$ cat src/rtl/ecdh_pkg.sv
// Shared constants and FSM encoding for the ECDH arithmetic blocks.
package ecdh_pkg;

  // Field element width for the 192-bit curve.
  localparam int BW_GF = 192;

  // Default number of BUSY cycles before a silent multiplier is abandoned.
  localparam int TIMEOUT_DEFAULT = 64;

  // Multiplier-arbiter control states.
  typedef enum logic [1:0] {
    IDLE  = 2'd0,
    START = 2'd1,
    BUSY  = 2'd2,
    RESP  = 2'd3
  } arb_state_t;

endpackage

$ cat src/rtl/rr_arbiter.sv
// Combinational round-robin arbiter: the search starts at rr_ptr and wraps at NUM_REQ.
module rr_arbiter #(
  parameter int NUM_REQ = 2,
  parameter int IW      = 1
) (
  input  logic [NUM_REQ-1:0] req,
  input  logic [IW-1:0]      rr_ptr,
  output logic [NUM_REQ-1:0] grant,
  output logic [IW-1:0]      grant_idx
);

  logic          found_s;
  logic [IW:0]   idx_s;

  // First requester at or after rr_ptr, in wrapping order, wins.
  always_comb begin
    grant     = {NUM_REQ{1'b0}};
    grant_idx = {IW{1'b0}};
    found_s   = 1'b0;
    idx_s     = {(IW+1){1'b0}};
    for (int k = 0; k < NUM_REQ; k++) begin
      idx_s = {1'b0, rr_ptr} + (IW+1)'(k);
      if (idx_s >= (IW+1)'(NUM_REQ)) begin
        idx_s = idx_s - (IW+1)'(NUM_REQ);
      end else begin
        idx_s = idx_s;
      end
      if (!found_s && req[idx_s[IW-1:0]]) begin
        found_s                 = 1'b1;
        grant[idx_s[IW-1:0]]    = 1'b1;
        grant_idx               = idx_s[IW-1:0];
      end else begin
        found_s = found_s;
      end
    end
  end

endmodule

$ cat src/rtl/mult_arbiter_192.sv
// Shares one modular multiplier among NUM_REQ requesters: round-robin grant,
// operand latch, start pulse, result routing and a watchdog for a silent multiplier.
module mult_arbiter_192 #(
  parameter int BW_GF   = ecdh_pkg::BW_GF,
  parameter int NUM_REQ = 2,
  parameter int TIMEOUT = ecdh_pkg::TIMEOUT_DEFAULT
) (
  input  logic                     clk,
  input  logic                     rst,
  input  logic [NUM_REQ-1:0]       req_valid,
  input  logic [NUM_REQ*BW_GF-1:0] req_a,
  input  logic [NUM_REQ*BW_GF-1:0] req_b,
  output logic [NUM_REQ-1:0]       req_ready,
  output logic [NUM_REQ-1:0]       rsp_valid,
  output logic [BW_GF-1:0]         rsp_data,
  output logic                     rsp_err,
  output logic                     mult_start,
  output logic [BW_GF-1:0]         mult_a,
  output logic [BW_GF-1:0]         mult_b,
  input  logic [BW_GF-1:0]         mult_out,
  input  logic                     mult_valid,
  output logic                     busy,
  output logic                     err_timeout
);

  import ecdh_pkg::*;

  localparam int            IW      = (NUM_REQ > 1) ? $clog2(NUM_REQ) : 1;
  localparam int            WW      = $clog2(TIMEOUT) + 1;
  localparam logic [WW-1:0] WD_LAST = WW'(TIMEOUT - 1);

  arb_state_t         state_r;
  arb_state_t         state_s;
  logic [IW-1:0]      rr_ptr_r;
  logic [IW-1:0]      owner_r;
  logic [IW-1:0]      grant_idx_s;
  logic [IW-1:0]      rr_ptr_nxt_s;
  logic [NUM_REQ-1:0] grant_s;
  logic [NUM_REQ-1:0] ready_s;
  logic [NUM_REQ-1:0] owner_oh_s;
  logic [NUM_REQ-1:0] rsp_valid_r;
  logic [WW-1:0]      wd_r;
  logic [BW_GF-1:0]   a_sel_s;
  logic [BW_GF-1:0]   b_sel_s;
  logic [BW_GF-1:0]   mult_a_r;
  logic [BW_GF-1:0]   mult_b_r;
  logic [BW_GF-1:0]   rsp_data_r;
  logic               hs_s;
  logic               done_ok_s;
  logic               done_to_s;
  logic               mult_start_r;
  logic               busy_r;
  logic               rsp_err_r;
  logic               err_timeout_r;

  rr_arbiter #(
    .NUM_REQ (NUM_REQ),
    .IW      (IW)
  ) u_rr_arbiter (
    .req       (req_valid),
    .rr_ptr    (rr_ptr_r),
    .grant     (grant_s),
    .grant_idx (grant_idx_s)
  );

  // Select the winner's operands, decode the owner and compute the next pointer.
  always_comb begin
    a_sel_s    = {BW_GF{1'b0}};
    b_sel_s    = {BW_GF{1'b0}};
    owner_oh_s = {NUM_REQ{1'b0}};
    for (int i = 0; i < NUM_REQ; i++) begin
      if (grant_idx_s == IW'(i)) begin
        a_sel_s = req_a[i*BW_GF +: BW_GF];
        b_sel_s = req_b[i*BW_GF +: BW_GF];
      end else begin
        a_sel_s = a_sel_s;
      end
      if (owner_r == IW'(i)) begin
        owner_oh_s[i] = 1'b1;
      end else begin
        owner_oh_s[i] = 1'b0;
      end
    end
    if (grant_idx_s == IW'(NUM_REQ - 1)) begin
      rr_ptr_nxt_s = {IW{1'b0}};
    end else begin
      rr_ptr_nxt_s = grant_idx_s + IW'(1);
    end
  end

  // FSM state register.
  always_ff @(posedge clk) begin
    if (rst) begin
      state_r <= IDLE;
    end else begin
      state_r <= state_s;
    end
  end

  // Next state, handshake and completion decode; mult_valid beats the watchdog.
  always_comb begin
    state_s   = state_r;
    ready_s   = {NUM_REQ{1'b0}};
    hs_s      = 1'b0;
    done_ok_s = 1'b0;
    done_to_s = 1'b0;
    case (state_r)
      IDLE: begin
        if (|grant_s) begin
          ready_s = grant_s;
          hs_s    = 1'b1;
          state_s = START;
        end else begin
          state_s = IDLE;
        end
      end
      START: state_s = BUSY;
      BUSY: begin
        if (mult_valid) begin
          done_ok_s = 1'b1;
          state_s   = RESP;
        end else if (wd_r == WD_LAST) begin
          done_to_s = 1'b1;
          state_s   = RESP;
        end else begin
          state_s = BUSY;
        end
      end
      RESP:    state_s = IDLE;
      default: state_s = IDLE;
    endcase
  end

  // Operand latch, pointer/owner, watchdog, result registers and registered status.
  always_ff @(posedge clk) begin
    if (rst) begin
      rr_ptr_r      <= {IW{1'b0}};
      owner_r       <= {IW{1'b0}};
      mult_a_r      <= {BW_GF{1'b0}};
      mult_b_r      <= {BW_GF{1'b0}};
      mult_start_r  <= 1'b0;
      busy_r        <= 1'b0;
      wd_r          <= {WW{1'b0}};
      rsp_valid_r   <= {NUM_REQ{1'b0}};
      rsp_data_r    <= {BW_GF{1'b0}};
      rsp_err_r     <= 1'b0;
      err_timeout_r <= 1'b0;
    end else begin
      mult_start_r <= hs_s;
      busy_r       <= (state_s != IDLE);
      if (hs_s) begin
        mult_a_r <= a_sel_s;
        mult_b_r <= b_sel_s;
        owner_r  <= grant_idx_s;
        rr_ptr_r <= rr_ptr_nxt_s;
      end
      if (state_r == START) begin
        wd_r <= {WW{1'b0}};
      end else if (state_r == BUSY) begin
        wd_r <= wd_r + WW'(1);
      end
      if (done_ok_s || done_to_s) begin
        rsp_valid_r <= owner_oh_s;
      end else begin
        rsp_valid_r <= {NUM_REQ{1'b0}};
      end
      if (done_ok_s) begin
        rsp_data_r <= mult_out;
        rsp_err_r  <= 1'b0;
      end else if (done_to_s) begin
        rsp_data_r    <= {BW_GF{1'b0}};
        rsp_err_r     <= 1'b1;
        err_timeout_r <= 1'b1;
      end
    end
  end

  assign req_ready   = ready_s;
  assign rsp_valid   = rsp_valid_r;
  assign rsp_data    = rsp_data_r;
  assign rsp_err     = rsp_err_r;
  assign mult_start  = mult_start_r;
  assign mult_a      = mult_a_r;
  assign mult_b      = mult_b_r;
  assign busy        = busy_r;
  assign err_timeout = err_timeout_r;

endmodule

$ cat config.mk
export PLATFORM = sky130hd
export DESIGN_NAME = mult_arbiter_192
export DESIGN_NICKNAME = d
export VERILOG_FILES = /design/src/rtl/ecdh_pkg.sv /design/src/rtl/rr_arbiter.sv /design/src/rtl/mult_arbiter_192.sv
export SDC_FILE = /design/constraint.sdc
export NUM_CORES = 1
export LEC_CHECK = 0
export BUFFER_PORTS_ARGS = -buffer_cell sky130_fd_sc_hd__buf_4
export CAP_MARGIN = 25
export CORE_AREA = 2 2 605 607
export CTS_BUF_LIST = sky130_fd_sc_hd__clkbuf_4 sky130_fd_sc_hd__clkbuf_8
export DETAILED_ROUTE_END_ITERATION = 8
export DIE_AREA = 0 0 607 609
export HOLD_SLACK_MARGIN = 0.03
export PLACE_DENSITY_LB_ADDON = 0.08
export SLEW_MARGIN = 25
export SYNTH_ARGS = -nofsm -noshare
export SYNTH_HDL_FRONTEND = slang
export SYNTH_SLANG_ARGS = --single-unit
$ cat constraint.sdc
create_clock -name clk -period 2.27 [get_ports clk]
set_clock_uncertainty 0.05 [all_clocks]
set_input_delay 0.3405 -clock clk [delete_from_list [all_inputs] [get_ports clk]]
set_output_delay 0.3405 -clock clk [all_outputs]
set_load 0.01 [all_outputs]
Word-level counts from Yosys, hierarchy flattened
Index checks and enable logic that the tools add are counted.
{ "word_totals": {"output_inout_bits": 584, "word_cells": 78, "input_bits": 965, "reg_bits": 593} }
{ "classes": {"n_bitwise": 3, "magnitude_cmp": 6, "reduce_logical": 13, "add_sub_neg": 5, "n_mux": 35, "n_eq_ne": 4} }
{ "ops": {"columns": ["cell", "n"], "rows": [
  ["$mux 192", 4],
  ["$mux 1", 24],
  ["$mux 2", 4],
  ["$pmux 2 s4", 1],
  ["$reduce_or 2->1", 4],
  ["$add 7x1->7 const B", 1],
  ["$eq 7x6->1 const B", 1],
  ["$eq 2x2->1 const B", 2],
  ["$lt 1x2->1 const B", 2],
  ["$reduce_bool 2->1", 2],
  ["$logic_and 1x1->1", 3],
  ["$add 1x1->2 const B", 1],
  ["$demux 1 s1", 2],
  ["$eq 2x1->1 const B", 1],
  ["$ge 1x1->1 const B", 2],
  ["$ge 1x2->1 const B", 1],
  ["$ge 2x2->1 const B", 1],
  ["$logic_not 2->1", 1],
  ["$not 1->1", 2],
  ["$or 2x2->2", 1],
  ["$reduce_and 2->1", 1],
  ["$sub 1x1->1 const B", 2],
  ["$add 1x1->1 const B", 1],
  ["$logic_not 1->1", 1],
  ["$logic_or 1x1->1", 1]
]} }

Longest topological paths before layout
Gate-level depths: netlist of the first run.
{ "depth": {"word_depth": 13, "mapped_depth": 9, "depth_no_buf": 5} }

Modules after synthesis
From an unflattened synthesis of the first run, not the netlist that was laid out.
{ "hier_totals": {"hier_cells": 2663, "area_unflattened_um2": 25698.4} }
{ "modules_own_cells": {"columns": ["module", "seq_area_each_um2", "cells_each", "instances", "area_each_um2"], "rows": [
  ["mult_arbiter_192", 11871.4, 2659, 1, 25668.4],
  ["rr_arbiter", 0.0, 4, 1, 30.0]
]} }

Worst setup path after synthesis of the first run
Ideal clock, no wire load.
{ "synth_timing": {"path_kind": "register -> register", "start": "reg state_r[0]", "end": "reg mult_a_r[111] (netlist: mult_a[111])", "arrival_time_ns": 1.458, "path_stages_with_launch": 9, "setup_ns": 0.122, "required_ns": 2.098, "path_slack_ns": 0.640, "cell_sequence": "dfxtp_1 -> inv_1 -> ha_1 -> buf_4 -> nand2_1 -> nor3_4 -> buf_6 -> buf_2 -> a221o_1"} }
{ "synth_between": {"elab_chain_len": 2} }
{ "synth_rtl": {"columns": ["item", "line", "source"], "rows": [
  ["start: declaration", "mult_arbiter_192.sv:32", "arb_state_t state_r;"],
  ["start signal: assignment", "mult_arbiter_192.sv:96", "state_r <= state_s;"],
  ["$logic_not 2->1", "mult_arbiter_192.sv:107", "case (state_r)"],
  ["$mux 1", "mult_arbiter_192.sv:107", null],
  ["end signal: assignment", "mult_arbiter_192.sv:139", "mult_a_r <= {BW_GF{1'b0}};"],
  ["end signal: assignment", "mult_arbiter_192.sv:152", "mult_a_r <= a_sel_s;"],
  ["end: declaration", "mult_arbiter_192.sv:45", "logic [BW_GF-1:0] mult_a_r;"]
]} }
No other way between the ends.
A chain may end at the register's enable or synchronous reset.

Worst setup path after layout of the first run
{ "layout_timing": {"start": "reg state_r[0]", "end": "out req_ready[1]"} }
{ "layout_between": {"elab_chain_len": 2} }
{ "layout_rtl": {"columns": ["item", "line", "source"], "rows": [
  ["$logic_not 2->1", "mult_arbiter_192.sv:107", null],
  ["$mux 2", "mult_arbiter_192.sv:107", null],
  ["end: declaration", "mult_arbiter_192.sv:13", "output logic [NUM_REQ-1:0] req_ready,"]
]} }
No other way between the ends.

==> results of run 1 <==
-- metrics by stage --
| stage | setup slack [ns] | power [W] |
|---|---|---|
| 6_report | 0.0417 | 0.0522 |
| 5_1_grt | -0.140 | 0.0555 |
| 4_1_cts | -0.197 | 0.0538 |
| 3_5_place_dp | 0.176 | 0.0357 |
| 3_3_place_gp | 0.147 | 0.0359 |
| 2_1_floorplan | 0.640 | 0.0231 |
-- kinds of logic after synthesis --
kind of cell	count (synthesis)
fa+ha+maj	4
flops	593
compound gates	830
mux	1
simple gates	656
buf+inv	301
xor+xnor	4
-- Yosys cell counts (all sizes together) --
cell type / number / share of area [%]
nor3: 3 / 0.13
xnor2: 1 / 0.036
mux2i: 1 / 0.042
a311oi: 47 / 1.7
or2: 2 / 0.052
nor3b: 338 / 11
nor2b: 3 / 0.11
nand2b: 2 / 0.052
ha: 4 / 0.21
o21ai: 50 / 1.0
xor2: 3 / 0.11
a221oi: 2 / 0.073
nand2: 198 / 3.1
nor2: 54 / 0.84
a21oi: 199 / 4.1
inv: 5 / 0.078
clkbuf: 59 / 0.92
dfxtp: 593 / 49
a211oi: 1 / 0.031
o21a: 1 / 0.031
nand3: 49 / 1.0
and2: 2 / 0.063
nand4b: 1 / 0.036
nand4: 2 / 0.052
a221o: 338 / 14
o211ai: 192 / 6.0
or3: 2 / 0.052
buf: 237 / 5.9
-- sequential cells by signal, indices dropped and copies added, names as in the netlist, 2 cells and up --
register,cells
rsp_data,192
mult_b,192
rsp_valid,2
wd_r,7
mult_a,192
state_r,2
-- worst min-delay path by stage --
stage | to | slack, ns | depth (start not counted) | start
after floorplan | rsp_valid[0] | 0.37 | 1 | owner_r
after global placement | err_timeout | 0.40 | 2 | err_timeout
after detailed placement | err_timeout | 0.40 | 2 | err_timeout
after CTS | rsp_data[131] | 0.03 | 4 | mult_out[131]
after global routing | mult_b[3] | 0.07 | 3 | req_b[195]
final | mult_a[113] | 0.20 | 3 | req_a[305]
-- power groups by stage --
stage	Sequential [W]	Clock, W	Combinational [W]
3_5_place_dp	0.0156	0	0.0201
3_3_place_gp	0.0157	0	0.0202
6_report	0.0154	0.0146	0.0222
4_1_cts	0.0155	0.0156	0.0226
2_1_floorplan	0.0159	0	0.00724
5_1_grt	0.0157	0.0159	0.0239
-- routing by layer --
layer	routed length, um	up-vias	share of wire [%]
met5	97	-	0.042
met4	7400	14	3.2
met3	17700	354	7.7
met2	123000	1218	54
met1	80900	16100	35
li1	-	15300	-
-- critical path, cell delays in order (launching register included) --
cell and delay, ns:
dfxtp_2 0.33, inv_2 0.07, ha_4 0.16, buf_6 0.11
nand3_4 0.06, inv_2 0.07, buf_6 0.11
-- cell type report --
| cell class | count | area [sq um] | area share [%] |
|---|---|---|---|
| well taps | 4816 | 6030 | 10.1 |
| clock inverters | 14 | 131 | 0.220 |
| multi-input cells | 1495 | 10600 | 17.7 |
| diodes | 49 | 123 | 0.205 |
| flip-flops and latches | 593 | 11900 | 19.9 |
| clock buffers | 235 | 2900 | 4.85 |
| repair buffers | 3150 | 28100 | 47.0 |
| inverters | 5 | 18.8 | 0.0314 |
-- repair_timing --
action | CTS | global route
endpoints found under the setup margin | 8 | 15
hold endpoints to repair | 586 | 0
pin swaps | 2 | 1
buffers inserted | 5 | 6
cloned | 0 | 1
hold buffers | 1433 | 0
resized for setup | 24 | 8
-- cell usage in the layout (no fill, tap or decap), types with 2 or more instances in the layout --
cell type / instances
a221o_1: 338
dlygate4sd3_1: 1433
ha_1: 3
clkbuf_8: 181
o21ai_1: 7
buf_6: 6
clkbuf_4: 54
nor2_1: 53
dfxtp_2: 9
nand2_4: 2
diode_2: 49
inv_2: 3
and2_4: 2
or3_1: 2
nor3b_1: 338
inv_1: 2
inv_8: 4
nand2_1: 196
xor2_1: 3
clkinvlp_4: 3
o21ai_0: 43
nor2b_1: 2
buf_16: 3
o211ai_1: 192
buf_4: 1645
or2_2: 2
a21oi_1: 199
dfxtp_1: 584
nand3_1: 47
buf_12: 60
a221oi_1: 2
nand4_1: 2
a311oi_1: 47
clkinv_2: 5
buf_8: 2
nor3_4: 2
nand3_4: 2
==> results.toml, run 1 <==
[run_status]
outcome = "finished, final reports clean"

[final_layout]
filler_cell_count = 41300
area_growth_pct = 149
layout.nets = 6369
stdcell_count = 10400
drive_gt1_share_pct = 36.3
final_core_util_pct = 16.4
finalInstanceArea_sq_um = 59700

[place]
place_congestion = 0.764
place_inst = 8615
portBuffers = 1548
dp_hpwl_mm = 179
dpl_cell_area_sq_um = 42000

[cts]
cts-root-buf = "clkbuf_8"
path_clk_slew_ns = 0.06
cts.path.max_buffers = 4
cts.sinks = 593
clk_latency_ns = 0.92
cts_tree = "done"
htreeDepth = 4
cts_buffers = 155

[timing]
maxSlewHeadroom_pct = 53.1
worst_pin_slew_ns = 0.704
fmax_ghz = 0.449
setup-tns-final_ns = 0
hold_viol_final = 0
finalSetupViolations = 0
timing.hold.ws_ns = 0.196
fin_crit_ns = 2.23
rsz0062_at_grt = "yes"
slew_viol_final = 0
fin_crit_sh_pct = 98.2

[critical_path]
regToRegStartpoint = "state_r[0]"
startpoint = "state_r[0]"
endpoint = "req_ready[1]"
worst-setup-path-type = "flop to output pin"
start_kind = "flop"
cp-end-kind = "output pin"
regToRegSetupSlack_ns = 0.11
critPathMaxFanout = 4
cp.arrival_ns = 1.84
cp.required_ns = 1.88
reg2reg_depth = 10
r2r_end = "mult_a[64]"

[flow_run]
max_cap_violations = 0

[drt]
vias = 33000
viasPerCell = 3.19
first_iter_violations = 1589
ant_nets = 0
dr.pass1.iters = 5
wire_per_inst_um = 22.2
routed_wl_mm = 230
drc = 0

[floorplan]
core_sq_um = 364000
row_count = 222
dieArea_sq_um = 370000
fp.dieW_um = 607
pin_count = 1549
die_h_um = 609
start_util_pct = 6.60

[power_and_ir_drop]
swShare_pct = 38.2
power.net_switching_w = 0.0199
seqPwrFrac_pct = 29.4
leakage_nw = 23.7
power_frac_comb_pct = 42.6
p_clk_share_pct = 28.0
power.internal_w = 0.0323
ir_worst_vdd_mv = 0.404
power_density_nw_per_um2 = 874

[synthesis]
synth_top_family_by_area = "compound AO/OA/AOI/OAI gates"
syn_inst = 2389
yosys_warnings = 0
synth_cell_types = 36
synth_compound_area_share_pct = 27.1
yosysSeqAreaShare_pct = 49.4
synthAdderAreaFrac_pct = 0.208
ys_ff_latch = 593
syn_area_sq_um = 24000
yosys.area_share.xor_xnor_pct = 0.146
synth_nets = 3358
postSynthAreaPerCell_sq_um = 10.0
synthMuxAreaShare_pct = 0.0417
synthSimpleGateAreaFrac_pct = 16.1

[hold_path]
min_path_type = "input port to flop"

[global_route]
top_usage_layer = "met2"
antenna_found_initial = 83
grt_pass1_vias = 36200
grt_max_degree = 54
use_met1_pct = 11.9
met2_usage_pct = 23.0
overflow = 0
grt_usage_pct = 11.9
grt_pass1_wl_mm = 307
met3_usage_pct = 3.80
Power figures use the tool's default switching activity.
==> run 2: changes to the inputs <==
--- a/config.mk
+++ b/config.mk
@@ -5,12 +5,13 @@
 export SDC_FILE = /design/constraint.sdc
 export NUM_CORES = 1
 export LEC_CHECK = 0
+export ABC_AREA = 1
 export BUFFER_PORTS_ARGS = -buffer_cell sky130_fd_sc_hd__buf_4
 export CAP_MARGIN = 25
-export CORE_AREA = 2 2 605 607
+export CORE_AREA = 2 2 610 612
 export CTS_BUF_LIST = sky130_fd_sc_hd__clkbuf_4 sky130_fd_sc_hd__clkbuf_8
 export DETAILED_ROUTE_END_ITERATION = 8
-export DIE_AREA = 0 0 607 609
+export DIE_AREA = 0 0 612 614
 export HOLD_SLACK_MARGIN = 0.03
 export PLACE_DENSITY_LB_ADDON = 0.08
 export SLEW_MARGIN = 25
==> run 2 against run 1 <==
Net effect:
- die area is 1.7% higher
- clock power hardly changed
- wire length is 13% higher
- sequential cell count stayed put
- sequential power is 19% lower
- worst hold slack worse by 0.11 ns
- maximum frequency is 1.1% lower
- critical path depth is 3 higher
- total power is 18% lower
- utilization hardly changed
- final cell count is 13% higher
- register-to-register slack worse by 0.09 ns
- critical path type is now flop to flop
- critical endpoint is now mult_a[134]
- largest power group unchanged
- highest routed layer is now met4
==> results.toml, run 2 <==
[cts]
htreeDepth = 4
cts_tree = "done"
cts.path.max_buffers = 4
cts.sinks = 593
cts-root-buf = "clkbuf_8"
path_clk_slew_ns = 0.05
cts_buffers = 150
clk_latency_ns = 0.93

[place]
place_inst = 10300
dp_hpwl_mm = 200
place_congestion = 0.827
pre_cts_ws_ns = -0.00436
portBuffers = 1548

[power_and_ir_drop]
total_power_w = 0.0428
leakage_nw = 26.3
power_density_nw_per_um2 = 706
ir_worst_vdd_mv = 0.313

[synthesis]
yosysSeqAreaShare_pct = 44.8
syn_area_sq_um = 26500
yosys_warnings = 0
synth_top_cell_by_area = "dfxtp_1"
synth_nets = 4890
ys_ff_latch = 593
synth_edf_count = 0
postSynthAreaPerCell_sq_um = 6.75
synth_cell_types = 19
synth_top_area_share_pct = 44.8
syn_inst = 3921
async_flop_share_pct = 0
synthTopCellsByArea = "dfxtp_1 (45%), nand2_1 (19%), nand3_1 (17%)"
synth_common_cells = "nand2_1 (1318), nand3_1 (917), dfxtp_1 (593), a21oi_1 (539), clkbuf_1 (209)"
yosys_most_used_dff = "dfxtp_1"
synth.most_common_cell = "nand2_1"

[floorplan]
core_sq_um = 370000
die_h_um = 614
start_util_pct = 7.15
fp.dieW_um = 612
dieArea_sq_um = 376000
pin_count = 1549
row_count = 224

[final_layout]
final_common_cell = "buf_4"
layout.nets = 7590
register_area_sq_um = 11900
final_cell_mix = "buf_4 (1720), nand2_1 (1315), dlygate4sd3_1 (1075), nand3_1 (914), dfxtp_1 (588)"
drive_gt1_share_pct = 31.6
area_growth_pct = 129
stdcell_count = 11700
filler_cell_count = 42700
multiInputGateArea_sq_um = 13100

[timing]
fin_crit_ns = 2.25
worst_pin_slew_ns = 0.570
slew_viol_final = 0
fin_crit_sh_pct = 99.2
timing.hold.ws_ns = 0.0898
maxSlewHeadroom_pct = 62.0
setup_ws_ns = 0.0176
finalSetupViolations = 0
fmax_ghz = 0.444
rsz0062_at_grt = "yes"
hold_viol_final = 0

[critical_path]
cp_slowest_stage_delay_ns = 0.57
crit_chain = "nand2_4 -> nand2_8 -> buf_16 -> buf_4 -> nand2_1 -> nand2_1 -> dlygate4sd3_1 -> nor2_1 -> nor2_1"
cp.required_ns = 2.99
cp-end-kind = "flop"
start_kind = "flop"
critPathMaxFanout = 30
cp_num_buf_inv = 3
cp.arrival_ns = 2.97
worst-setup-path-type = "flop to flop"
cp_slowest_cell = "dlygate4sd3_1"
critPathTopFamily = "buffers and inverters"

[hold_path]
min_path_type = "input port to flop"

[flow_run]
max_cap_violations = 0

[global_route]
grt_pass1_vias = 40100
use_met1_pct = 15.6
top_usage_layer = "met2"
overflow = 0
grt_usage_pct = 12.9
met3_usage_pct = 3.36
met2_usage_pct = 22.4
grt_max_degree = 77
antenna_found_initial = 34
grt_pass1_wl_mm = 339

[drt]
vias = 38300
first_iter_violations = 1763
dr.pass1.iters = 5
routed_wl_mm = 259
viasPerCell = 3.27
drc = 0
ant_nets = 0
wire_per_inst_um = 22.1

[run_status]
outcome = "finished, final reports clean"
==> run 2: per-stage QoR <==
step / util, % / setup TNS (ns) / area, sq um
after global placement: 12.4 / -0.0119 / 45700
final: 16.4 / 0 / 60600
after detailed placement: 12.4 / -0.00436 / 45700
after global routing: 16.4 / -0.184 / 60600
after CTS: 16.2 / -0.421 / 59800
after floorplan: - / 0 / 26500
==> run 2: worst register-to-register path, delay by kind of cell, from the launching register on <==
kind	cells	cell delay, ns
buf+inv	3	1.14
simple gates	6	0.61
flops	1	0.33
==> run 2: per-layer routing <==
| metal | up-vias | share of wire, % |
|---|---|---|
| met1 | 18500 | 42 |
| met5 | - | 0 |
| met4 | 0 | 2.4 |
| met3 | 274 | 6.3 |
| met2 | 1095 | 49 |
| li1 | 18500 | - |
==> run 2: worst paths after layout <==
kind | start | endpoint | slack (ns) | depth (start not counted)
hold / removal | req_a[357] | mult_a[165] | 0.09 | 7
hold reg to reg | wd_r[6] | wd_r[6] | 0.42 | 2
setup / recovery | rr_ptr_r | mult_a[134] | 0.02 | 9
setup reg to reg | rr_ptr_r | mult_a[134] | 0.02 | 9
==> run 2: kinds of logic after synthesis <==
family / count (synthesis) / share of synthesized area [%]
buffers and inverters: 394 / 6.21
AND/OR/NAND/NOR: 2340 / 37.6
AO/OA/AOI/OAI: 590 / 11.2
adder cells (fa/ha/maj): 4 / 0.189
flip-flops: 593 / 44.8
==> run 2: timing repair <==
item / CTS / global route
setup endpoints to repair: 4 / 135
setup buffers: 9 / 28
hold buffers: 1077 / 2
gates cloned: 2 / 11
pin swaps: 4 / 7
resized for setup: 17 / 52
hold endpoints to repair: 587 / 2
==> run 2: where the power goes <==
group	internal [W]	total, W	switching, W	leakage [nW]
sequential	0.0117	0.0125	0.000818	4.85
clock	0.00840	0.0149	0.00655	1.69
combinational	0.00691	0.0153	0.00838	19.8
total	0.0270	0.0428	0.0158	26.3
==> run 2: final cells by class <==
cell class	instances	share of cell area, %
diodes	25	0.103
repair buffers	2921	43.1
inverters	20	0.153
repair inverters	1	0.0144
clock inverters	23	0.380
multi-input cells	2934	21.6
well taps	4972	10.3
clock buffers	235	4.81
flip-flops and latches	593	19.6
